**config.mk**
```make
export PLATFORM = sky130hd
export DESIGN_NAME = key_cmd_gen
export DESIGN_NICKNAME = d
export VERILOG_FILES = /design/src/rtl/key_cmd_gen.sv
export SDC_FILE = /design/constraint.sdc
export NUM_CORES = 1
export LEC_CHECK = 0
export BUFFER_PORTS_ARGS = -buffer_cell sky130_fd_sc_hd__buf_4
export CAP_MARGIN = 10
export CORE_MARGIN = 10
export CORE_UTILIZATION = 55
export CTS_CLUSTER_SIZE = 40
export DETAILED_ROUTE_END_ITERATION = 10
export HOLD_SLACK_MARGIN = 0.12
export PLACE_DENSITY = 0.81
export SLEW_MARGIN = 20
export SYNTH_ARGS = -nofsm -noshare
export SYNTH_HDL_FRONTEND = slang
export SYNTH_SLANG_ARGS = --single-unit
```
**constraint.sdc**
```tcl
create_clock -name frame_clk -period 2.7 [get_ports frame_clk]
set_clock_uncertainty 0.1 [all_clocks]
set_input_delay 0.135 -clock frame_clk [delete_from_list [all_inputs] [get_ports frame_clk]]
set_output_delay 0.135 -clock frame_clk [all_outputs]
set_load 0.02 [all_outputs]
```
**src/rtl/key_cmd_gen.sv**
```systemverilog
// Turns a raw USB keycode into single-frame mover commands,
// with delayed auto-repeat for left/right/down and one-shot keys.
module key_cmd_gen #(
  parameter int unsigned DAS_DELAY   = 16,
  parameter int unsigned ARR_PERIOD  = 6,
  parameter int unsigned SOFT_PERIOD = 2
) (
  input  logic        frame_clk,
  input  logic        Reset,
  input  logic        enable,
  input  logic [7:0]  raw_keycode,
  output logic [7:0]  keycode,
  output logic        cmd_valid,
  output logic        is_repeat,
  output logic [15:0] cmd_count
);

  localparam logic [7:0] K_LEFT  = 8'h50;
  localparam logic [7:0] K_RIGHT = 8'h4F;
  localparam logic [7:0] K_DOWN  = 8'h51;
  localparam logic [7:0] K_UP    = 8'h52;
  localparam logic [7:0] K_SPACE = 8'h2C;
  localparam logic [7:0] K_Z     = 8'h1D;
  localparam logic [7:0] K_X     = 8'h1B;

  localparam logic [7:0] L_DAS  = 8'(DAS_DELAY - 1);
  localparam logic [7:0] L_ARR  = 8'(ARR_PERIOD - 1);
  localparam logic [7:0] L_SOFT = 8'(SOFT_PERIOD - 1);

  typedef enum logic [1:0] {
    IDLE,
    DELAY,
    REPEAT,
    HOLD
  } state_t;

  state_t      r_state;
  logic [7:0]  r_cnt;
  logic [7:0]  r_key;
  logic [7:0]  r_keycode;
  logic        r_valid;
  logic        r_rep;
  logic [15:0] r_count;

  logic       w_rpt_key;
  logic       w_shot_key;
  logic       w_recog;
  logic [7:0] w_dly;
  logic [7:0] w_arr;
  logic       w_fresh;
  logic       w_emit;
  logic       w_rep;

  assign w_rpt_key  = (raw_keycode == K_LEFT) ||
                      (raw_keycode == K_RIGHT) ||
                      (raw_keycode == K_DOWN);
  assign w_shot_key = (raw_keycode == K_UP) ||
                      (raw_keycode == K_SPACE) ||
                      (raw_keycode == K_Z) ||
                      (raw_keycode == K_X);
  assign w_recog    = w_rpt_key || w_shot_key;

  // Down uses the soft-drop period for both first delay and repeat.
  assign w_dly = (r_key == K_DOWN) ? L_SOFT : L_DAS;
  assign w_arr = (r_key == K_DOWN) ? L_SOFT : L_ARR;

  always_comb begin
    w_fresh = 1'b0;
    w_emit  = 1'b0;
    w_rep   = 1'b0;
    if (enable && w_recog) begin
      if (r_state == IDLE || raw_keycode != r_key) begin
        w_fresh = 1'b1;
        w_emit  = 1'b1;
      end else begin
        unique case (r_state)
          DELAY: begin
            w_emit = (r_cnt == w_dly);
            w_rep  = (r_cnt == w_dly);
          end
          REPEAT: begin
            w_emit = (r_cnt == w_arr);
            w_rep  = (r_cnt == w_arr);
          end
          HOLD: begin
            w_emit = 1'b0;
          end
          IDLE: begin
            w_emit = 1'b0;
          end
        endcase
      end
    end
  end

  always_ff @(posedge frame_clk or posedge Reset) begin
    if (Reset) begin
      r_state   <= IDLE;
      r_cnt     <= 8'h00;
      r_key     <= 8'h00;
      r_keycode <= 8'h00;
      r_valid   <= 1'b0;
      r_rep     <= 1'b0;
      r_count   <= 16'h0000;
    end else begin
      r_keycode <= w_emit ? raw_keycode : 8'h00;
      r_valid   <= w_emit;
      r_rep     <= w_rep;
      if (w_emit)
        r_count <= r_count + 16'd1;

      if (!enable || !w_recog) begin
        r_state <= IDLE;
        r_cnt   <= 8'h00;
        r_key   <= 8'h00;
      end else if (w_fresh) begin
        r_key   <= raw_keycode;
        r_cnt   <= 8'h00;
        r_state <= w_rpt_key ? DELAY : HOLD;
      end else begin
        unique case (r_state)
          DELAY: begin
            if (w_emit) begin
              r_cnt   <= 8'h00;
              r_state <= REPEAT;
            end else begin
              r_cnt <= r_cnt + 8'd1;
            end
          end
          REPEAT: begin
            if (w_emit)
              r_cnt <= 8'h00;
            else
              r_cnt <= r_cnt + 8'd1;
          end
          HOLD: begin
            r_cnt <= 8'h00;
          end
          IDLE: begin
            r_cnt <= 8'h00;
          end
        endcase
      end
    end
  end

  assign keycode   = r_keycode;
  assign cmd_valid = r_valid;
  assign is_repeat = r_rep;
  assign cmd_count = r_count;

endmodule

```
# After elaboration in Yosys (flattened, before gate mapping)
# Index checks and enable logic that the tools add are counted.
# op_classes
n_addsub	2
n_eq_ne	14
mux	22
reduce_logical	18
# ops
cell	n
$mux W8	6
$eq A8 B7 Y1 const B	5
$add A16 B1 Y16 const B	1
$eq A8 B5 Y1 const B	2
$pmux W8 S2	1
$mux W2	5
$add A8 B1 Y8 const B	1
$eq A8 B3 Y1	1
$eq A8 B4 Y1	1
$eq A8 B6 Y1 const B	1
$logic_or A1 B1 Y1	8
$ne A8 B8 Y1	1
$mux W1	6
$reduce_bool A3 Y1	2
$eq A2 B2 Y1 const B	2
$mux W4	1
$reduce_or A2 Y1	2
$mux W3	1
$pmux W1 S3	1
$eq A2 B1 Y1 const B	1
$logic_not A1 Y1	2
$logic_not A2 Y1	1
$pmux W1 S2	1
$reduce_and A2 Y1	1
other kinds (2)	2
# word_totals
register_bits	44
inputBits	11
out_inout_bits	26

# Logic depth before layout (Yosys ltp)
# Gate-level depths: netlist (run 1).
# depth
word_depth	11
ltp_mapped	10

# Least setup slack after synthesis (run 1)
# OpenSTA, ideal clock, no wires.
# synth_path
path_type	register -> register
from	register r_cnt[1]
to	register r_count[11] (netlist: cmd_count[11])
t_arrival_ns	1.937
required_ns	2.471
setup_slack_ns	0.534
path_stages_with_launch	11
n_path_buf	2
period_less_slack_ns	2.166
cell_sequence	dfrtp_1 -> clkbuf_1 -> inv_1 -> ha_1 -> nand3b_1 -> a2111oi_4 -> mux2i_2 -> a22oi_4 -> buf_6 -> nand4_1 -> xnor2_1
# synth_via
elab_chain_cells	4
elab_cells_between_ends	5
classes_between	2 x eq/ne; 3 x mux
# synth_lines
element	line_no	text
start: declaration	38	logic [7:0] r_cnt;
start signal: assignment	127	r_cnt <= r_cnt + 8'd1;
start signal: assignment	134	r_cnt <= r_cnt + 8'd1;
$eq A8 B3 Y1 or $eq A8 B4 Y1 (tied branches)	82, 78	
$pmux W1 S3 (*)	76	unique case (r_state)
$mux W1 (*)	72	if (r_state == IDLE || raw_keycode != r_key) begin
$mux W1 (*)	71	if (enable && w_recog) begin
end signal: assignment	110	r_count <= r_count + 16'd1;
end: declaration	43	logic [15:0] r_count;
# Mark *: on every way between the ends. The rest lies on a longest branch, timed or not.
# A chain may end at the register's enable or synchronous reset.

# Worst setup path after layout (run 1)
# layout_path
from	input port raw_keycode[4]
to	register r_cnt[7]
# layout_via
elab_chain_cells	11
elab_cells_between_ends	26
classes_between	8 x eq/ne; 8 x mux; 10 x reduce/logical
# layout_lines
element	line_no	text
start: declaration	11	input logic [7:0] raw_keycode,
$eq A8 B7 Y1 or $eq A8 B6 Y1 (tied branches)	57, 58	
$logic_or A1 B1 Y1	57	assign w_shot_key = (raw_keycode == K_UP) ||
$logic_or A1 B1 Y1	58	(raw_keycode == K_SPACE) ||
$logic_or A1 B1 Y1	59	(raw_keycode == K_Z) ||
$logic_or A1 B1 Y1	61	assign w_recog = w_rpt_key || w_shot_key;
$logic_and A1 B1 Y1	71	
$mux W1	71	
$mux W8	123, 131	
$pmux W8 S2	121	unique case (r_state)
$mux W8	116	end else if (w_fresh) begin
$mux W8 (*)	112	if (!enable || !w_recog) begin
# Marks and branches as above.

==> flow_metrics.env, run 1 <==
export IMPL_hold_depth=4
export IMPL_rows=22
export IMPL_hold_end="r_key[6]$_DFFE_PP0P_"
export IMPL_wire_per_inst_um=15.24
export IMPL_grt_use_total_pct=13.99
export IMPL_ys_types=36
export IMPL_ir_drop_uv=422.8
export IMPL_drv_cap=0
export IMPL_areaGrowthSynthToFinish_pct=24.22
export IMPL_reg2reg_from="r_state[1]$_DFFE_PP0P_"
export IMPL_multi_input_area_um2=980.9
export IMPL_ys_seq_area_share_pct=51.49
export IMPL_core_area_mm2=0.003716
export IMPL_r2r_end="cmd_count[13]$_DFFE_PP0P_"
export IMPL_worst_pin_slew_ns=0.8230
export IMPL_gp_congestion=0.8015
export IMPL_synth_seq_cells=44
export IMPL_clock_latency_ns=0.29
export IMPL_final_common_cell="dfrtp_1"
export IMPL_final_core_util_pct=71.48
export IMPL_cp_cell_sequence="dlygate4sd3_1 > buf_4 > or3b_2 > a21oi_1 > o21ai_0 > nand2_1 > nand4_1 > nor2_1"
export IMPL_synthFlopType="dfrtp_1"
export IMPL_initial_utilization_pct=57.54
export IMPL_finalMaxSlewViolations=0
export IMPL_via_per_inst=5.282
export IMPL_endpoint_kind="flip-flop"
export IMPL_cts_root_buf="clkbuf_8"
export IMPL_powerDensity_mw_per_mm2=468.9
export IMPL_die_x_um=82.35
export IMPL_finish_instance_area_mm2=0.002656
export IMPL_drcViolationCount=0
export IMPL_critical_path_arrival_ns=2.52
export IMPL_grt_first_pass_wirelength_mm=7.410
export IMPL_max_freq_ghz=0.4144
export IMPL_ff2ff_path_depth=9
export IMPL_htreeDepth=2
export IMPL_drive_gt1_share_pct=22.36
export IMPL_pre_cts_slack_ns=0.3509
export IMPL_relSlewSlack_pct=44.79
export IMPL_cp_required_ns=2.81
export IMPL_slowest_stage="dlygate4sd3_1"
export IMPL_yosys_top_cells_area="dfrtp_1, xnor2_1, and2_1"
export IMPL_ys_warnings_count=0
export IMPL_synth_top_area_cell="dfrtp_1"
export IMPL_clkTransAtPathRegs_ns=0.08
export IMPL_gr_total_overflow=0
export IMPL_avgSynthCellArea_um2=11.02
export IMPL_synthCells=194
export IMPL_status="completed"
export IMPL_drt_pass1_iter_count=4
export IMPL_fill_cells=277
export IMPL_ant_nets=0
export IMPL_cts_tree="yes"
export IMPL_synth_edf_count=0
export IMPL_cp_top_family="simple AND/OR/NAND/NOR gates"
export IMPL_antennaDiodeCount=0
export IMPL_yosysTopAreaCellShare_pct=51.49
export IMPL_setup_viol=0
export IMPL_antenna_found_initial=0
export IMPL_hold_violations=0
export IMPL_cp_max_fo=10
export IMPL_start_kind="primary input"
export IMPL_clock_sinks=44
export IMPL_min_path_type="in2reg"
export IMPL_total_power_uw=1246
export IMPL_postCtsSetupBuffers=0
export IMPL_slowest_delay_ns=0.54
export IMPL_crit_type="in2reg"
export IMPL_clockBufferDepth=2
export IMPL_final_min_clock_period_ns=2.413
export IMPL_seq_area_mm2=0.001101
export IMPL_port_buffers=36
export IMPL_most_common_layout_cells="dfrtp_1, buf_4, xnor2_1"
export IMPL_reg2reg_setup_slack_ns=0.32
export IMPL_grt_max_degree=24
export IMPL_fin_setup_tns_ns=0
export IMPL_power_static_leakage_uw=0.001219
export IMPL_placed_area_mm2=0.002472
export IMPL_rsz0062_at_grt="no"
export IMPL_hp_start="raw_keycode[7]"
export IMPL_wirelength_mm=4.481
export IMPL_nets=262
export IMPL_hpwl_mm=3.235
export IMPL_pin_count=37
export IMPL_drtIter0Drc=97
export IMPL_fin_ws_ns=0.2871
export IMPL_numCtsBuffers=5
export IMPL_synthArstFlopShare_pct=100.0
export IMPL_grt_pass1_vias=1576
export IMPL_worst_path_buf_inv=2
export IMPL_vias=1553
export IMPL_dieArea_mm2=0.006782
export IMPL_synth_area_mm2=0.002138
export IMPL_die_h_um=82.35
export IMPL_fin_crit_sh_pct=89.37
## cell families (layout without fill, tap and decap cells)
| logic type | after synthesis | after routing | share of synthesized area [%] |
|---|---|---|---|
| AOI/OAI and AO/OA | 13 | 13 | 5.501 |
| xor gates and xnor gates | 30 | 30 | 12.29 |
| adders and majority gates | 6 | 6 | 3.511 |
| buffers and inverters | 13 | 64 | 2.809 |
| DFF | 44 | 44 | 51.49 |
| muxes | 2 | 2 | 1.170 |
| other | 1 | 2 | 0.1754 |
| and+or+nand+nor | 85 | 85 | 23.05 |
## routing by layer
layer	up-vias	routed length [um]	track usage [%]
li1	765	-	-
met1	747	2013	17.60
met2	37	2134	22.16
met3	4	295	4.644
met4	0	38	4.592
met5	-	0	0
## synth_stat cells, types with 3 or more instances
cell and number:
and3_1 9, and2_1 15, nand3_1 12, nor3_1 4
clkbuf_1 5, a21oi_1 3, xnor2_1 23, xor2_1 7
ha_1 6, inv_1 6, nand2_1 9, o21ai_0 4
nor2_1 10, dfrtp_1 44, nand3b_1 3, nand4_1 11
## tightest hold or removal path, cell delays in order
cell and delay [ns]:
buf_4 0.10, nor3b_1 0.05, o211ai_1 0.18, inv_1 0.06
## flip-flops by register name, summed over array words and instances (netlist names)
name	cells
cmd_count	16
keycode	8
r_cnt	8
r_key	8
r_state	2
cmd_valid	1
is_repeat	1
## per-stage QoR
stage / instances / hold slack, ns
2_1_floorplan: 195 / 0.1636
3_3_place_gp: 277 / 0.1272
3_5_place_dp: 277 / 0.1372
4_1_cts: 294 / 0.1626
5_1_grt: 294 / 0.1990
6_report: 294 / 0.1717
## how the worst max path moves through the flow
stage	slack, ns	end	from	cells after the start
2_1_floorplan	0.53	cmd_count[11]$_DFFE_PP0P_	r_cnt[1]$_DFF_PP0_	10
3_3_place_gp	0.39	cmd_count[13]$_DFFE_PP0P_	r_state[1]$_DFFE_PP0P_	9
3_5_place_dp	0.35	cmd_count[6]$_DFFE_PP0P_	r_state[1]$_DFFE_PP0P_	9
4_1_cts	0.32	r_cnt[7]$_DFF_PP0_	raw_keycode[4]	8
5_1_grt	0.10	cmd_count[13]$_DFFE_PP0P_	r_state[1]$_DFFE_PP0P_	9
6_report	0.29	r_cnt[7]$_DFF_PP0_	raw_keycode[4]	8
## what timing repair did
| item | CTS | global route |
|---|---|---|
| hold endpoints to repair | 36 | 0 |
| hold buffers | 9 | 0 |
| resized for setup | 0 | 0 |
## power by group
group / internal (uW) / switching, uW / leakage, uW
Sequential: 674 / 17.9 / 0.000608
Clock: 208 / 220 / 0.0000445
Combinational: 59.0 / 65.8 / 0.000567
## final cells by class
class,count,share of cell area [%]
Inverter,6,0.8479
Multi-Input combinational cell,138,36.93
Sequential cell,44,41.45
Clock inverter,1,0.2826
Timing Repair Buffer,50,14.98
Clock buffer,7,3.250
Tap cell,48,2.261
No activity file was read; power rests on OpenSTA's default activity.
==> run 2: changes to the inputs <==
--- a/config.mk
+++ b/config.mk
@@ -8,10 +8,12 @@
 export BUFFER_PORTS_ARGS = -buffer_cell sky130_fd_sc_hd__buf_4
 export CAP_MARGIN = 10
+export CELL_PAD_IN_SITES_DETAIL_PLACEMENT = 1
+export CELL_PAD_IN_SITES_GLOBAL_PLACEMENT = 2
 export CORE_MARGIN = 10
-export CORE_UTILIZATION = 55
+export CORE_UTILIZATION = 36
 export CTS_CLUSTER_SIZE = 40
 export DETAILED_ROUTE_END_ITERATION = 10
 export HOLD_SLACK_MARGIN = 0.12
-export PLACE_DENSITY = 0.81
+export PLACE_DENSITY = 0.82
 export SLEW_MARGIN = 20
 export SYNTH_ARGS = -nofsm -noshare
==> constraint.sdc (replaced) <==
create_clock -name frame_clk -period 2.7 [get_ports frame_clk]
set_clock_uncertainty 0.1 [all_clocks]
set_input_delay 0.54 -clock frame_clk [delete_from_list [all_inputs] [get_ports frame_clk]]
set_output_delay 0.54 -clock frame_clk [all_outputs]
set_load 0.02 [all_outputs]
==> run 2 against run 1 <==
Net effect: final cell count rose by 7.5%; non-clock buffer count shrank 5; die area increased by 39%; sequential power is essentially flat.
==> flow_metrics.env, run 2 (same netlist as run 1, synthesis figures left out) <==
export IMPL_antennaDiodeCount=0
export IMPL_numCtsBuffers=5
export IMPL_ir_drop_uv=264.7
export IMPL_power_static_leakage_uw=0.001217
export IMPL_fill_cells=652
export IMPL_hold_ws_ns=0.2220
export IMPL_p_clk_share_pct=39.8
export IMPL_htreeDepth=2
export IMPL_most_common_layout_cells="buf_4, dfrtp_1, xnor2_1"
export IMPL_gp_congestion=0.8074
export IMPL_clockBufferDepth=2
export IMPL_cp_depth=9
export IMPL_via_per_inst=4.968
export IMPL_grt_first_pass_wirelength_mm=8.832
export IMPL_comb_power_share_pct=8.6
export IMPL_areaGrowthSynthToFinish_pct=24.28
export IMPL_wire_per_inst_um=15.84
export IMPL_antenna_found_initial=0
export IMPL_final_min_clock_period_ns=2.331
export IMPL_relSlewSlack_pct=38.77
export IMPL_grt_use_total_pct=11.26
export IMPL_setup_viol=0
export IMPL_die_x_um=97.07
export IMPL_clkTransAtPathRegs_ns=0.09
export IMPL_start_kind="flip-flop"
export IMPL_worst_path_buf_inv=2
export IMPL_critical_path_arrival_ns=2.42
export IMPL_pin_count=37
export IMPL_cp_top_family="compound AO/OA/AOI/OAI gates"
export IMPL_min_path_type="in2async"
export IMPL_rows=28
export IMPL_grt_pass1_vias=1726
export IMPL_wirelength_mm=5.006
export IMPL_drt_pass1_iter_count=4
export IMPL_port_buffers=36
export IMPL_place_inst=308
export IMPL_initial_utilization_pct=36.55
export IMPL_fin_setup_tns_ns=0
export IMPL_drcViolationCount=0
export IMPL_ctsHoldBuffers=0
export IMPL_finalMaxSlewViolations=0
export IMPL_vias=1570
export IMPL_largest_register_ffs=16
export IMPL_max_freq_ghz=0.4289
export IMPL_status="completed"
export IMPL_swShare_pct=23.20
export IMPL_drv_cap=0
export IMPL_fin_cells=316
export IMPL_cp_max_fo=16
export IMPL_p_switching_uw=310.6
export IMPL_drtIter0Drc=35
export IMPL_p_int_uw=1028
export IMPL_ff2ff_path_depth=9
export IMPL_slowest_delay_ns=0.40
export IMPL_grt_max_degree=27
export IMPL_cts_root_buf="clkbuf_8"
export IMPL_clock_sinks=44
export IMPL_drive_gt1_share_pct=24.90
export IMPL_endpoint_kind="flip-flop"
export IMPL_seq_power_share_pct=51.6
export IMPL_core_area_mm2=0.005851
export IMPL_clock_latency_ns=0.30
export IMPL_rsz0062_at_grt="no"
export IMPL_fin_crit_sh_pct=86.35
export IMPL_cp_cell_sequence="inv_1 > ha_1 > nand3b_1 > a2111oi_4 > mux2i_2 > a22oi_4 > buf_4 > nand4_1 > xnor2_1"
export IMPL_crit_type="reg2reg"
export IMPL_nets=257
export IMPL_worst_pin_slew_ns=0.9128
export IMPL_hold_violations=0
export IMPL_cts_tree="yes"
export IMPL_ctsResizeCount=0
export IMPL_final_common_cell="buf_4"
export IMPL_slowest_stage="dfrtp_1"
export IMPL_cp_required_ns=2.79
export IMPL_postCtsSetupBuffers=0
export IMPL_ant_nets=0
export IMPL_gr_total_overflow=0
export IMPL_dieArea_mm2=0.009423
export IMPL_hpwl_mm=3.900
export IMPL_powerDensity_mw_per_mm2=503.8
export IMPL_die_h_um=97.07
## run 2: cell types whose count changed in the layout (fill, tap and decap cells not counted), sizes merged
cell,delta
bufinv,+1
clkinv,+1
buf,+4
clkinvlp,-1
clkbuf,-1
dlygate4sd3,-9
## run 2: path summary, 6_finish.rpt
path	startpoint	end	slack, ns
max	r_state[1]$_DFFE_PP0P_	cmd_count[9]$_DFFE_PP0P_	0.37
min	Reset	cmd_count[3]$_DFFE_PP0P_	0.22
max reg2reg	r_state[1]$_DFFE_PP0P_	cmd_count[9]$_DFFE_PP0P_	0.37
min reg2reg	cmd_count[15]$_DFFE_PP0P_	cmd_count[15]$_DFFE_PP0P_	0.38
max in group asynchronous	Reset	r_state[1]$_DFFE_PP0P_	1.66
min in group frame_clk	cmd_count[15]$_DFFE_PP0P_	cmd_count[15]$_DFFE_PP0P_	0.38
## run 2: area by class of cell
class / instances / area [um^2] / share of cell area (%)
flip-flops and latches: 44 / 1101 / 41.43
multi-input cells: 138 / 980.9 / 36.91
repair buffers: 45 / 337.8 / 12.71
well taps: 75 / 93.84 / 3.531
clock buffers: 6 / 82.58 / 3.107
clock inverters: 2 / 38.79 / 1.460
inverters: 6 / 22.52 / 0.8475
## run 2: worst register-to-register path, cell delays in order (launching register included)
cell and delay, ns:
dfrtp_1 0.40, inv_1 0.08, ha_1 0.25, nand3b_1 0.15
a2111oi_4 0.37, mux2i_2 0.18, a22oi_4 0.18, buf_4 0.22
nand4_1 0.14, xnor2_1 0.15
## run 2: metrics by stage
stage	total power [uW]	setup slack [ns]	utilization, %	instance area (um^2)
final	1339	0.3685	45.42	2658
after global routing	1405	0.1695	45.42	2658
after CTS	1362	0.3386	45.42	2658
after detailed placement	822.7	0.2121	43.35	2536
after global placement	821.6	0.2737	43.35	2536
after floorplan	761.1	0.5343	-	2142
## run 2: routing by layer
metal	up-vias	wire length [um]	track usage (%)
met5	-	0	0
met4	0	94	4.767
met3	6	265	3.556
met2	28	2422	17.54
met1	782	2225	13.97
li1	754	-	-
## run 2: power by group through the flow
stage | clock (uW) | sequential (uW) | combinational [uW]
final | 533 | 690 | 115
after CTS | 552 | 691 | 119
after global placement | 0 | 704 | 118
after global routing | 584 | 694 | 127
after floorplan | 0 | 719 | 41.8
after detailed placement | 0 | 704 | 119
==> run 3: changes to the inputs <==
Settings changed: BUFFER_PORTS_ARGS -buffer_cell sky130_fd_sc_hd__buf_4 to unset, CORE_ASPECT_RATIO set to 2, CORE_UTILIZATION 36 to 40, DONT_BUFFER_PORTS set to 1, PLACE_DENSITY 0.82 to 0.8, RECOVER_POWER set to 100.
==> run 3 against run 2 <==
Net effect: wire length grew 4.4%; design area shrank 12%; hold slack gained 0.035 ns; highest routed layer unchanged; critical path type unchanged; die area shrank 6.1%; power shrank 2.6%; largest cell class unchanged.
==> flow_metrics.env, run 3 (same netlist as run 1, synthesis figures left out) <==
export IMPL_cp_max_fo=20
export IMPL_finalMaxSlewViolations=0
export IMPL_final_core_util_pct=45.32
export IMPL_hold_violations=0
export IMPL_ir_drop_uv=404.3
export IMPL_crit_type="reg2reg"
export IMPL_wirelength_mm=5.227
export IMPL_die_x_um=71.70
export IMPL_worst_path_buf_inv=1
export IMPL_grt_pass1_vias=1650
export IMPL_drcViolationCount=0
export IMPL_fin_cells=262
export IMPL_reg2reg_setup_slack_ns=0.20
export IMPL_cts_tree="yes"
export IMPL_power_static_leakage_uw=0.001005
export IMPL_final_min_clock_period_ns=2.498
export IMPL_worst_pin_slew_ns=1.121
export IMPL_cp_depth=7
export IMPL_clock_sinks=44
export IMPL_cp_top_family="compound AO/OA/AOI/OAI gates"
export IMPL_antenna_found_initial=0
export IMPL_largest_register_ffs=16
export IMPL_drtIter0Drc=25
export IMPL_vias=1461
export IMPL_total_power_uw=1304
export IMPL_clock_latency_ns=0.31
export IMPL_hold_ws_ns=0.2569
export IMPL_powerDensity_mw_per_mm2=555.1
export IMPL_dieArea_mm2=0.008848
export IMPL_status="completed"
export IMPL_wire_per_inst_um=19.95
export IMPL_hpwl_mm=4.069
export IMPL_max_freq_ghz=0.4003
export IMPL_nets=220
export IMPL_gp_congestion=0.7553
export IMPL_cts_root_buf="clkbuf_8"
export IMPL_endpoint_kind="flip-flop"
export IMPL_clockBufferDepth=2
export IMPL_cp_required_ns=2.80
export IMPL_via_per_inst=5.576
export IMPL_clkTransAtPathRegs_ns=0.09
export IMPL_numCtsBuffers=5
export IMPL_postCtsSetupBuffers=0
export IMPL_rsz0062_at_grt="no"
export IMPL_drive_gt1_share_pct=9.314
export IMPL_pin_count=37
export IMPL_critical_path_arrival_ns=2.60
export IMPL_gr_total_overflow=0
export IMPL_die_h_um=123.4
export IMPL_ff2ff_path_depth=7
export IMPL_grt_use_total_pct=12.47
export IMPL_grt_max_degree=26
export IMPL_ant_nets=0
export IMPL_most_common_layout_cells="dfrtp_1, xnor2_1, nand3_1"
export IMPL_slowest_delay_ns=0.47
export IMPL_drt_pass1_iter_count=4
export IMPL_areaGrowthSynthToFinish_pct=9.889
export IMPL_port_buffers=0
export IMPL_initial_utilization_pct=41.24
export IMPL_r2r_end="cmd_count[1]$_DFFE_PP0P_"
export IMPL_grt_first_pass_wirelength_mm=8.652
export IMPL_drv_cap=0
export IMPL_place_inst=253
export IMPL_fin_setup_tns_ns=0
export IMPL_antennaDiodeCount=0
export IMPL_min_path_type="in2reg"
export IMPL_cp_cell_sequence="inv_1 > ha_1 > nand3b_1 > a2111oi_4 > mux2i_2 > a22oi_4 > mux2_2"
export IMPL_slowest_stage="a22oi_4"
export IMPL_relSlewSlack_pct=25.29
export IMPL_fin_crit_sh_pct=92.51
export IMPL_setup_viol=0
export IMPL_core_area_mm2=0.005185
export IMPL_crit_start="r_state[1]$_DFFE_PP0P_"
export IMPL_start_kind="flip-flop"
export IMPL_rows=37
export IMPL_final_common_cell="dfrtp_1"
export IMPL_reg2reg_from="r_state[1]$_DFFE_PP0P_"
export IMPL_cp_endpoint="cmd_count[1]$_DFFE_PP0P_"
export IMPL_htreeDepth=2
## run 3: how the worst min path moves through the flow
stage | start | to | slack (ns) | cells past startpoint
after floorplan | r_cnt[7]$_DFF_PP0_ | r_cnt[7]$_DFF_PP0_ | 0.41 | 2
after global placement | Reset | keycode[7]$_DFF_PP0_ | 0.43 | 1
after detailed placement | Reset | keycode[7]$_DFF_PP0_ | 0.44 | 1
after CTS | raw_keycode[2] | r_key[2]$_DFFE_PP0P_ | 0.25 | 1
after global routing | raw_keycode[3] | r_key[3]$_DFFE_PP0P_ | 0.25 | 1
final | raw_keycode[4] | r_key[4]$_DFFE_PP0P_ | 0.26 | 1
## run 3: timing repair
item,4_1_cts,5_1_grt
resized for setup,0,0
hold buffers,1,0
hold endpoints to repair,24,0
## run 3: cell type report
cell class                      instances  area [um^2]
Sequential cell                        44         1101
Clock inverter                          2        38.79
Clock buffer                            6        82.58
Tap cell                               58        72.57
Fill cell                             616         2835
Inverter                                6        22.52
Multi-Input combinational cell        138        980.9
Timing Repair Buffer                    8        51.30
## run 3: layer usage
metal	wire length [um]	global-route usage (%)	share of wire, %	vias up
met5	0	0	0	-
met1	1678	11.16	32	741
met2	3072	23.67	59	32
met3	349	4.411	6.7	8
met4	126	6.083	2.4	0
li1	-	-	-	680
## run 3: power by group
group          total, uW  leakage, uW  internal (uW)  switching (uW)
Sequential           712     0.000608            674            37.4
Combinational       53.2     0.000336           23.9            29.3
Clock                540    0.0000614            303             237
Total               1300      0.00101           1000             304
## run 3: metrics by stage
step	cell area, um^2	setup WS [ns]
after floorplan	2142	0.5343
after global placement	2230	0.2582
after detailed placement	2230	0.1522
after CTS	2361	0.1667
after global routing	2350	0.009606
final	2350	0.2022
